--- config.mk ---
export PLATFORM = sky130hd
export DESIGN_NAME = clk_divider_multi
export DESIGN_NICKNAME = d
export VERILOG_FILES = /design/src/rtl/clk_div_pkg.sv /design/src/rtl/clk_div_channel.sv /design/src/rtl/clk_divider_multi.sv
export SDC_FILE = /design/constraint.sdc
export NUM_CORES = 2
export LEC_CHECK = 0
export CAP_MARGIN = 20
export CORE_MARGIN = 1
export CORE_UTILIZATION = 40
export CTS_BUF_LIST = sky130_fd_sc_hd__clkbuf_4 sky130_fd_sc_hd__clkbuf_8
export CTS_CLUSTER_SIZE = 16
export DETAILED_ROUTE_END_ITERATION = 7
export PLACE_DENSITY_LB_ADDON = 0.2
export SLEW_MARGIN = 5
export SYNTH_ARGS = -nofsm -noshare
export SYNTH_HDL_FRONTEND = slang
export SYNTH_SLANG_ARGS = --single-unit
--- constraint.sdc ---
create_clock -name i_clk -period 53.6 [get_ports i_clk]
set_input_delay 5.36 -clock i_clk [delete_from_list [all_inputs] [get_ports i_clk]]
set_output_delay 5.36 -clock i_clk [all_outputs]
set_load 0.02 [all_outputs]
--- src/rtl/clk_div_pkg.sv ---
// Shared types and constants for the multi-channel clock divider.
// Optional build macro used by this slice: CLK_DIV_PHASE_ALIGN_EN.
package clk_div_pkg;

  // Counter / divisor width used by the channel configuration record.
  localparam int CNT_W = 32;

  // Post-reset channel setting: 100 Hz from a 100 MHz system clock.
  localparam logic [CNT_W-1:0] DEFAULT_DIV  = CNT_W'(1000000);
  localparam logic [CNT_W-1:0] DEFAULT_HIGH = CNT_W'(500000);

  // Smallest usable period; anything shorter cannot toggle.
  localparam logic [CNT_W-1:0] MIN_DIV = CNT_W'(2);

  // Per-channel configuration: period and high time, both in i_clk cycles.
  typedef struct packed {
    logic [CNT_W-1:0] div;
    logic [CNT_W-1:0] high;
  } ch_cfg_t;

endpackage

--- src/rtl/clk_div_channel.sv ---
// One divider channel: counter, active and shadow configuration, pending flag,
// registered divided clock and end-of-period tick.
// Optional build macro: CLK_DIV_PHASE_ALIGN_EN (i_sync restarts the period).
module clk_div_channel
  import clk_div_pkg::*;
#(
  parameter logic [CNT_W-1:0] RST_DIV  = DEFAULT_DIV,
  parameter logic [CNT_W-1:0] RST_HIGH = DEFAULT_HIGH
) (
  input  logic    i_clk,
  input  logic    i_rst,
  input  logic    i_en,
  input  logic    i_sync,
  input  logic    i_load,
  input  ch_cfg_t i_load_cfg,
  output logic    o_pending,
  output logic    o_clk,
  output logic    o_tick
);

  ch_cfg_t          act_p0;
  ch_cfg_t          shd_p0;
  logic [CNT_W-1:0] cnt_p0;
  logic             pend_p0;
  logic             clk_p1;
  logic             tick_p1;
  logic [CNT_W-1:0] div_eff;
  logic             wrap;
  logic             sync_hit;

  // Periods of 0 or 1 cycle are raised to the shortest period that can toggle.
  function automatic logic [CNT_W-1:0] clamp_div(input logic [CNT_W-1:0] d);
    return (d < MIN_DIV) ? MIN_DIV : d;
  endfunction

  assign div_eff = clamp_div(act_p0.div);
  assign wrap    = (cnt_p0 == (div_eff - CNT_W'(1)));

`ifdef CLK_DIV_PHASE_ALIGN_EN
  assign sync_hit = i_sync;
`else
  logic unused_sync;
  assign sync_hit    = 1'b0;
  assign unused_sync = i_sync;
`endif

  // Counter, configuration swap at period boundary, and registered outputs.
  always_ff @(posedge i_clk or posedge i_rst) begin
    if (i_rst) begin
      cnt_p0  <= '0;
      act_p0  <= '{div: RST_DIV, high: RST_HIGH};
      shd_p0  <= '0;
      pend_p0 <= 1'b0;
      clk_p1  <= 1'b0;
      tick_p1 <= 1'b0;
    end else begin
      // A load is only offered while nothing is pending, so it never
      // collides with the apply paths below (those need pend_p0 = 1).
      if (i_load) begin
        shd_p0  <= i_load_cfg;
        pend_p0 <= 1'b1;
      end
      if (!i_en) begin
        cnt_p0  <= '0;
        clk_p1  <= 1'b0;
        tick_p1 <= 1'b0;
        if (pend_p0) begin
          act_p0  <= shd_p0;
          pend_p0 <= 1'b0;
        end
      end else if (sync_hit) begin
        cnt_p0  <= '0;
        tick_p1 <= 1'b0;
        clk_p1  <= (act_p0.high != '0);
        if (pend_p0) begin
          act_p0  <= shd_p0;
          pend_p0 <= 1'b0;
        end
      end else begin
        cnt_p0  <= wrap ? '0 : cnt_p0 + CNT_W'(1);
        tick_p1 <= wrap;
        clk_p1  <= (cnt_p0 < act_p0.high);
        if (wrap && pend_p0) begin
          act_p0  <= shd_p0;
          pend_p0 <= 1'b0;
        end
      end
    end
  end

  assign o_pending = pend_p0;
  assign o_clk     = clk_p1;
  assign o_tick    = tick_p1;

endmodule

--- src/rtl/clk_divider_multi.sv ---
// N-channel clock divider / tick generator with shadowed, glitch-free
// divisor and duty updates through a valid/ready load port.
// Optional build macro: CLK_DIV_PHASE_ALIGN_EN (i_sync phase-aligns channels;
// without it i_sync is ignored).
// CNT_W must equal the package counter width, which sizes the config record.
module clk_divider_multi #(
  parameter int N_CH  = 4,
  parameter int CNT_W = clk_div_pkg::CNT_W,
  parameter int CH_W  = (N_CH > 1) ? $clog2(N_CH) : 1,
  parameter logic [clk_div_pkg::CNT_W-1:0] DEFAULT_DIV  = clk_div_pkg::DEFAULT_DIV,
  parameter logic [clk_div_pkg::CNT_W-1:0] DEFAULT_HIGH = clk_div_pkg::DEFAULT_HIGH
) (
  input  logic             i_clk,
  input  logic             i_rst,
  input  logic [N_CH-1:0]  i_en,
  input  logic             i_load_valid,
  output logic             o_load_ready,
  input  logic [CH_W-1:0]  i_load_ch,
  input  logic [CNT_W-1:0] i_load_div,
  input  logic [CNT_W-1:0] i_load_high,
  input  logic             i_sync,
  output logic [N_CH-1:0]  o_clk,
  output logic [N_CH-1:0]  o_tick
);

  import clk_div_pkg::*;

  logic [N_CH-1:0] pending;
  logic [N_CH-1:0] load_hit;
  logic            ready;
  ch_cfg_t         load_cfg;

  assign load_cfg = '{div: i_load_div, high: i_load_high};

  // Ready follows the selected channel's pending flag; out-of-range
  // channel numbers are always ready and their requests go nowhere.
  always_comb begin
    ready = 1'b1;
    for (int i = 0; i < N_CH; i++) begin
      if (i_load_ch == CH_W'(i)) ready = !pending[i];
    end
  end

  assign o_load_ready = ready;

  for (genvar g = 0; g < N_CH; g++) begin : g_ch
    assign load_hit[g] = i_load_valid && ready && (i_load_ch == CH_W'(g));

    clk_div_channel #(
      .RST_DIV  (DEFAULT_DIV),
      .RST_HIGH (DEFAULT_HIGH)
    ) u_ch (
      .i_clk      (i_clk),
      .i_rst      (i_rst),
      .i_en       (i_en[g]),
      .i_sync     (i_sync),
      .i_load     (load_hit[g]),
      .i_load_cfg (load_cfg),
      .o_pending  (pending[g]),
      .o_clk      (o_clk[g]),
      .o_tick     (o_tick[g])
    );
  end

endmodule
== After elaboration in Yosys (flattened, before gate mapping) ==
Cells that the tools add are included.
W data, S select, Z words.
Word-level totals
  flip-flop bits (word level): 652
  latch bits: 0
  bits in writable memories: 0
  ROM bits: 0
  input port bits: 74
  output and inout port bits: 9
  word-level logic and storage cells: 133
  memories kept: 0
Operators by class
  $add $sub $neg: 8
  $mul: 0
  div/mod/pow operators: 0
  order comparisons: 8
  eq/ne operators: 11
  shift operators: 0
  multiplexer cells: 52
  bitwise gates (word level): 0
  reductions and logical operators: 22
Operators by type and width (count)
  $mux W64: 12
  $mux W32: 12
  $add A32 B1 Y32 const B: 4
  $eq A32 B32 Y1: 4
  $lt A32 B2 Y1 const B: 4
  $lt A32 B32 Y1: 4
  $sub A32 B1 Y32 const B: 4
  $mux W1: 28
  $logic_and A1 B1 Y1: 9
  $ne A2 B1 Y1 const B: 4
  $reduce_and A2 Y1: 4
  $reduce_bool A2 Y1: 4
  $eq A2 B2 Y1 const B: 2
  $logic_not A1 Y1: 4
  $eq A2 B1 Y1 const B: 1
  $logic_not A2 Y1: 1

== Logic depth before layout (Yosys ltp) ==
  depth after elaboration: 10
  mapped depth: 17
  mapped depth without buffers: 15

== Modules after synthesis ==
A second synthesis with hierarchy kept.
Second synthesis, totals
  cell total of the unflattened synthesis: 4903
  area, all modules: 44273.7 um^2
Modules (own cells, without submodules)
  clk_div_channel: instances 4, cells an instance 1224, area each 11053.1 um^2, sequential area each 4096.4 um^2
  clk_divider_multi: instances 1, cells an instance 7, area each 61.3 um^2, sequential area each 0.0 um^2

== Worst setup path after synthesis ==
No wires, ideal clock.
  path kind: input-to-output
  start: input port i_load_ch[0]
  end: output port o_load_ready
  arrival time: 5978 ps
  data required time: 48240 ps
  setup slack: 42262 ps
  stages on the path: 2
  buffers on the path: 0
  cells stage by stage: mux4_2 inv_1
Between the ends
  cells in the longest elaborated chain, start to end: 5
  elaborated cells between the ends (all ways): 8
  those cells by class: eq/ne: 3; mux: 4; reduce/logical: 1
RTL lines
  from (decl): RTL line clk_divider_multi.sv:18  | input logic [CH_W-1:0] i_load_ch,
  $logic_not A2 Y1: RTL line clk_divider_multi.sv:40  | if (i_load_ch == CH_W'(i)) ready = !pending[i];
  $mux W1 (3 in series): RTL line clk_divider_multi.sv:40
  $mux W1 *: RTL line clk_divider_multi.sv:40
  to (decl): RTL line clk_divider_multi.sv:17  | output logic o_load_ready,
Every way passes the cells marked *; elsewhere a longest branch is shown, timed or not.

== Final worst setup path ==
Ends and elaborated chain as after synthesis.

==> results.json <==
{
  "yosysTopAreaCellShare_pct": 44.41,
  "ant_nets": 0,
  "p_comb_share_pct": 24.8,
  "dieArea_um2": 85120,
  "wl_per_cell_um": 22.41,
  "slew_headroom_pct": 27.34,
  "critPathMaxFanout": 5,
  "clkPwrFrac_pct": 29.3,
  "clock_latency_ns": 0.75,
  "gp_congestion": 0.9066,
  "grt_antenna_before_repair": 31,
  "cts_tree": "yes",
  "first_iter_violations": 1490,
  "maxCapViolations": 0,
  "fin_nets": 3229,
  "grt_usage_pct": 22.44,
  "cp_slowest_cell": "clkdlybuf4s50_1",
  "dpl.cell_count": 3978,
  "fin_setup_tns_ns": 0,
  "ir_drop_mv": 0.02145,
  "tightest_slew_ns": 1.080,
  "synth_top_flop_cell": "dfrtp_1",
  "route.detailed.drc": 0,
  "firstDrtPassIters": 5,
  "synthTopCellsByArea": "dfrtp_1, mux2_2, ha_1",
  "synth_top_area_cell": "dfrtp_1",
  "die_w_um": 291.7,
  "powerDensity_nw_per_um2": 44.24,
  "worst_path_most_repeated_cell": "clkdlybuf4s50_1",
  "grt_pass1_vias": 23640,
  "cts_resized": 0,
  "syn_area_um2": 33580,
  "wirelength_um": 94200,
  "power.switching_mw": 0.5426,
  "rows": 105,
  "clk_pin_slew_ns": 0.06,
  "slew_viol_final": 0,
  "via_per_inst": 5.500,
  "timing.final.crit_share_pct": 23.89,
  "htreeDepth": 3,
  "clk_path_buf_depth": 3,
  "status": "finished, final reports clean",
  "startpoint_type": "primary input",
  "critical-path-max-stage-delay_ns": 0.72,
  "drive_gt1_share_pct": 25.98,
  "seqPwrFrac_pct": 46.0,
  "grt_setup_unrepaired": "no",
  "p_int_mw": 1.142,
  "synthArstFlopShare_pct": 100.0,
  "finalSetupViolations": 0,
  "grt_max_degree": 103,
  "initial_utilization_pct": 40.64,
  "place_ws_ns": 40.80,
  "io_pins": 83,
  "coreArea_um2": 82640,
  "synth_area_per_cell_um2": 11.54,
  "endpoint_kind": "output pin",
  "hold_buffers": 0,
  "port_buffers": 81,
  "area_growth_pct": 13.37,
  "synth-edff-count": 0,
  "grt_pass1_wl_um": 145000,
  "fin_crit_ns": 12.80,
  "critical-path-top-delay-family": "buffers and inverters",
  "syn_inst": 2911,
  "hold_viol": 0,
  "p_leak_nw": 16.79,
  "finClkSkew_ns": 0.03155,
  "fin_ws_ns": 40.80,
  "root_buffer": "clkbuf_8",
  "crit_required_ns": 48.24,
  "post-cts-setup-buffers": 0,
  "ys_seq_area_share_pct": 48.79,
  "swShare_pct": 32.21,
  "synth_nets": 3117,
  "arrival_ns": 7.44,
  "cts.sinks": 652,
  "die_y_um": 291.7,
  "routed-via-count": 23120,
  "instances_no_fill": 4204,
  "crit_chain": "clkdlybuf4s50_1 > mux4_2 > inv_1 > clkdlybuf4s50_1",
  "path_buf_inv": 3,
  "dpl.hpwl_um": 66980,
  "overflow": 0,
  "ys_types": 78,
  "yosys_warnings": 0,
  "hold_class": "flop to flop",
  "fmax_mhz": 78.10,
  "cts_buffers": 109,
  "synth-seq-cells": 652,
  "critical_path_class": "primary input to output pin"
}
[cell families (layout without fill, tap and decap cells)]
logic type / count (synthesis) / after routing / share of synthesized area (%)
mux: 532 / 532 / 17.81
buf+inv: 256 / 463 / 3.171
xor+xnor: 268 / 268 / 6.990
simple gates: 815 / 815 / 12.99
compound gates: 256 / 256 / 5.321
flops: 652 / 652 / 48.79
other cells: 0 / 16 / 0
fa+ha+maj: 132 / 132 / 4.918
[worst register-to-register path: cells and delay by family (launching register included)]
family,cells,cell delay (ns)
simple gates,10,4.88
mux,1,0.58
flops,1,0.50
compound gates,2,0.28
buf+inv,1,0.26
fa+ha+maj,1,0.21
[per-layer routing]
metal  track usage, %  routed length [um]  vias to the layer above
met4            7.253                2903                        0
met5                0                   0                        -
met3            3.067                6057                      147
li1                 -                   -                    10630
met2            35.16               42720                      559
met1            31.99               42520                    11790
[cells in the final DEF, fill, tap and decap left out, types with 34 or more instances in the layout]
cell type / netlist / routed
nor3_1: 94 / 93
nand4_1: 61 / 61
clkdlybuf4s50_1: 0 / 81
nor4_1: 49 / 49
xnor2_1: 146 / 146
xor2_1: 122 / 122
a21o_1: 56 / 56
o21ai_0: 37 / 37
nand3_1: 75 / 75
clkbuf_8: 0 / 133
and2_1: 45 / 45
clkbuf_4: 0 / 51
nor2_1: 179 / 179
mux2_2: 481 / 481
mux2_1: 34 / 34
ha_1: 132 / 132
dfstp_2: 56 / 56
inv_1: 144 / 143
and3_1: 38 / 38
a21oi_1: 52 / 52
dfrtp_1: 596 / 596
nand2_1: 106 / 106
[sequential cells by signal, indices dropped and copies added (netlist names)]
signal	flops
g_ch.u_ch.o_tick	4
g_ch.u_ch.o_pending	4
g_ch.u_ch.o_clk	4
g_ch.u_ch.cnt_p0	128
g_ch.u_ch.shd_p0	256
g_ch.u_ch.act_p0	256
[cells in the mapped netlist (all sizes together), types with 23 or more instances]
library cell	n
a21o	56
a21oi	52
and2	46
and3	38
buf	37
clkbuf	75
dfrtp	596
dfstp	56
ha	132
inv	144
mux2	515
nand2	107
nand3	75
nand4	61
nor2	179
nor2b	23
nor3	94
nor4	50
o21ai	39
or3	27
or4	23
xnor2	146
xor2	122
[power groups by stage]
stage	logic (mW)	clock network, mW	registers [mW]
after floorplan	0.341	0	0.719
after global placement	0.405	0	0.775
after detailed placement	0.418	0	0.781
after CTS	0.420	0.508	0.774
after global routing	0.465	0.532	0.795
final	0.417	0.493	0.774
[per-stage QoR]
| stage | hold slack, ns | area [um2] | power, mW | utilization (%) |
|---|---|---|---|---|
| floorplan | 0.4522 | 33580 | 1.061 | - |
| global placement | 0.4618 | 35470 | 1.180 | 42.93 |
| detailed placement | 0.4722 | 35470 | 1.199 | 42.93 |
| CTS | 0.4814 | 37960 | 1.702 | 45.93 |
| global route | 0.4958 | 38030 | 1.793 | 46.02 |
| finish | 0.4753 | 38070 | 1.684 | 46.07 |
[worst paths after layout]
check | from | to | slack (ns) | depth (start not counted)
setup / recovery | i_load_ch[0] | o_load_ready | 40.80 | 4
hold / removal | g_ch[0].u_ch.shd_p0[47] | g_ch[0].u_ch.act_p0[47] | 0.48 | 1
setup reg to reg | g_ch[3].u_ch.act_p0[40] | g_ch[3].u_ch.act_p0[6] | 46.76 | 15
hold reg to reg | g_ch[0].u_ch.shd_p0[47] | g_ch[0].u_ch.act_p0[47] | 0.48 | 1
max in group asynchronous | i_rst | g_ch[2].u_ch.act_p0[47] | 45.46 | 5
min in group asynchronous | i_rst | g_ch[3].u_ch.o_clk | 5.13 | 2
[cell type report]
class | count | area (um2)
repair buffers | 113 | 1095
multi-input cells | 2003 | 16180
diodes | 16 | 40.04
clock buffers | 184 | 2213
fillers | 7597 | 44570
flip-flops and latches | 652 | 16390
inverters | 144 | 548.0
well taps | 1070 | 1339
clock inverters | 22 | 270.3
No activity file was read; power rests on OpenSTA's default activity.
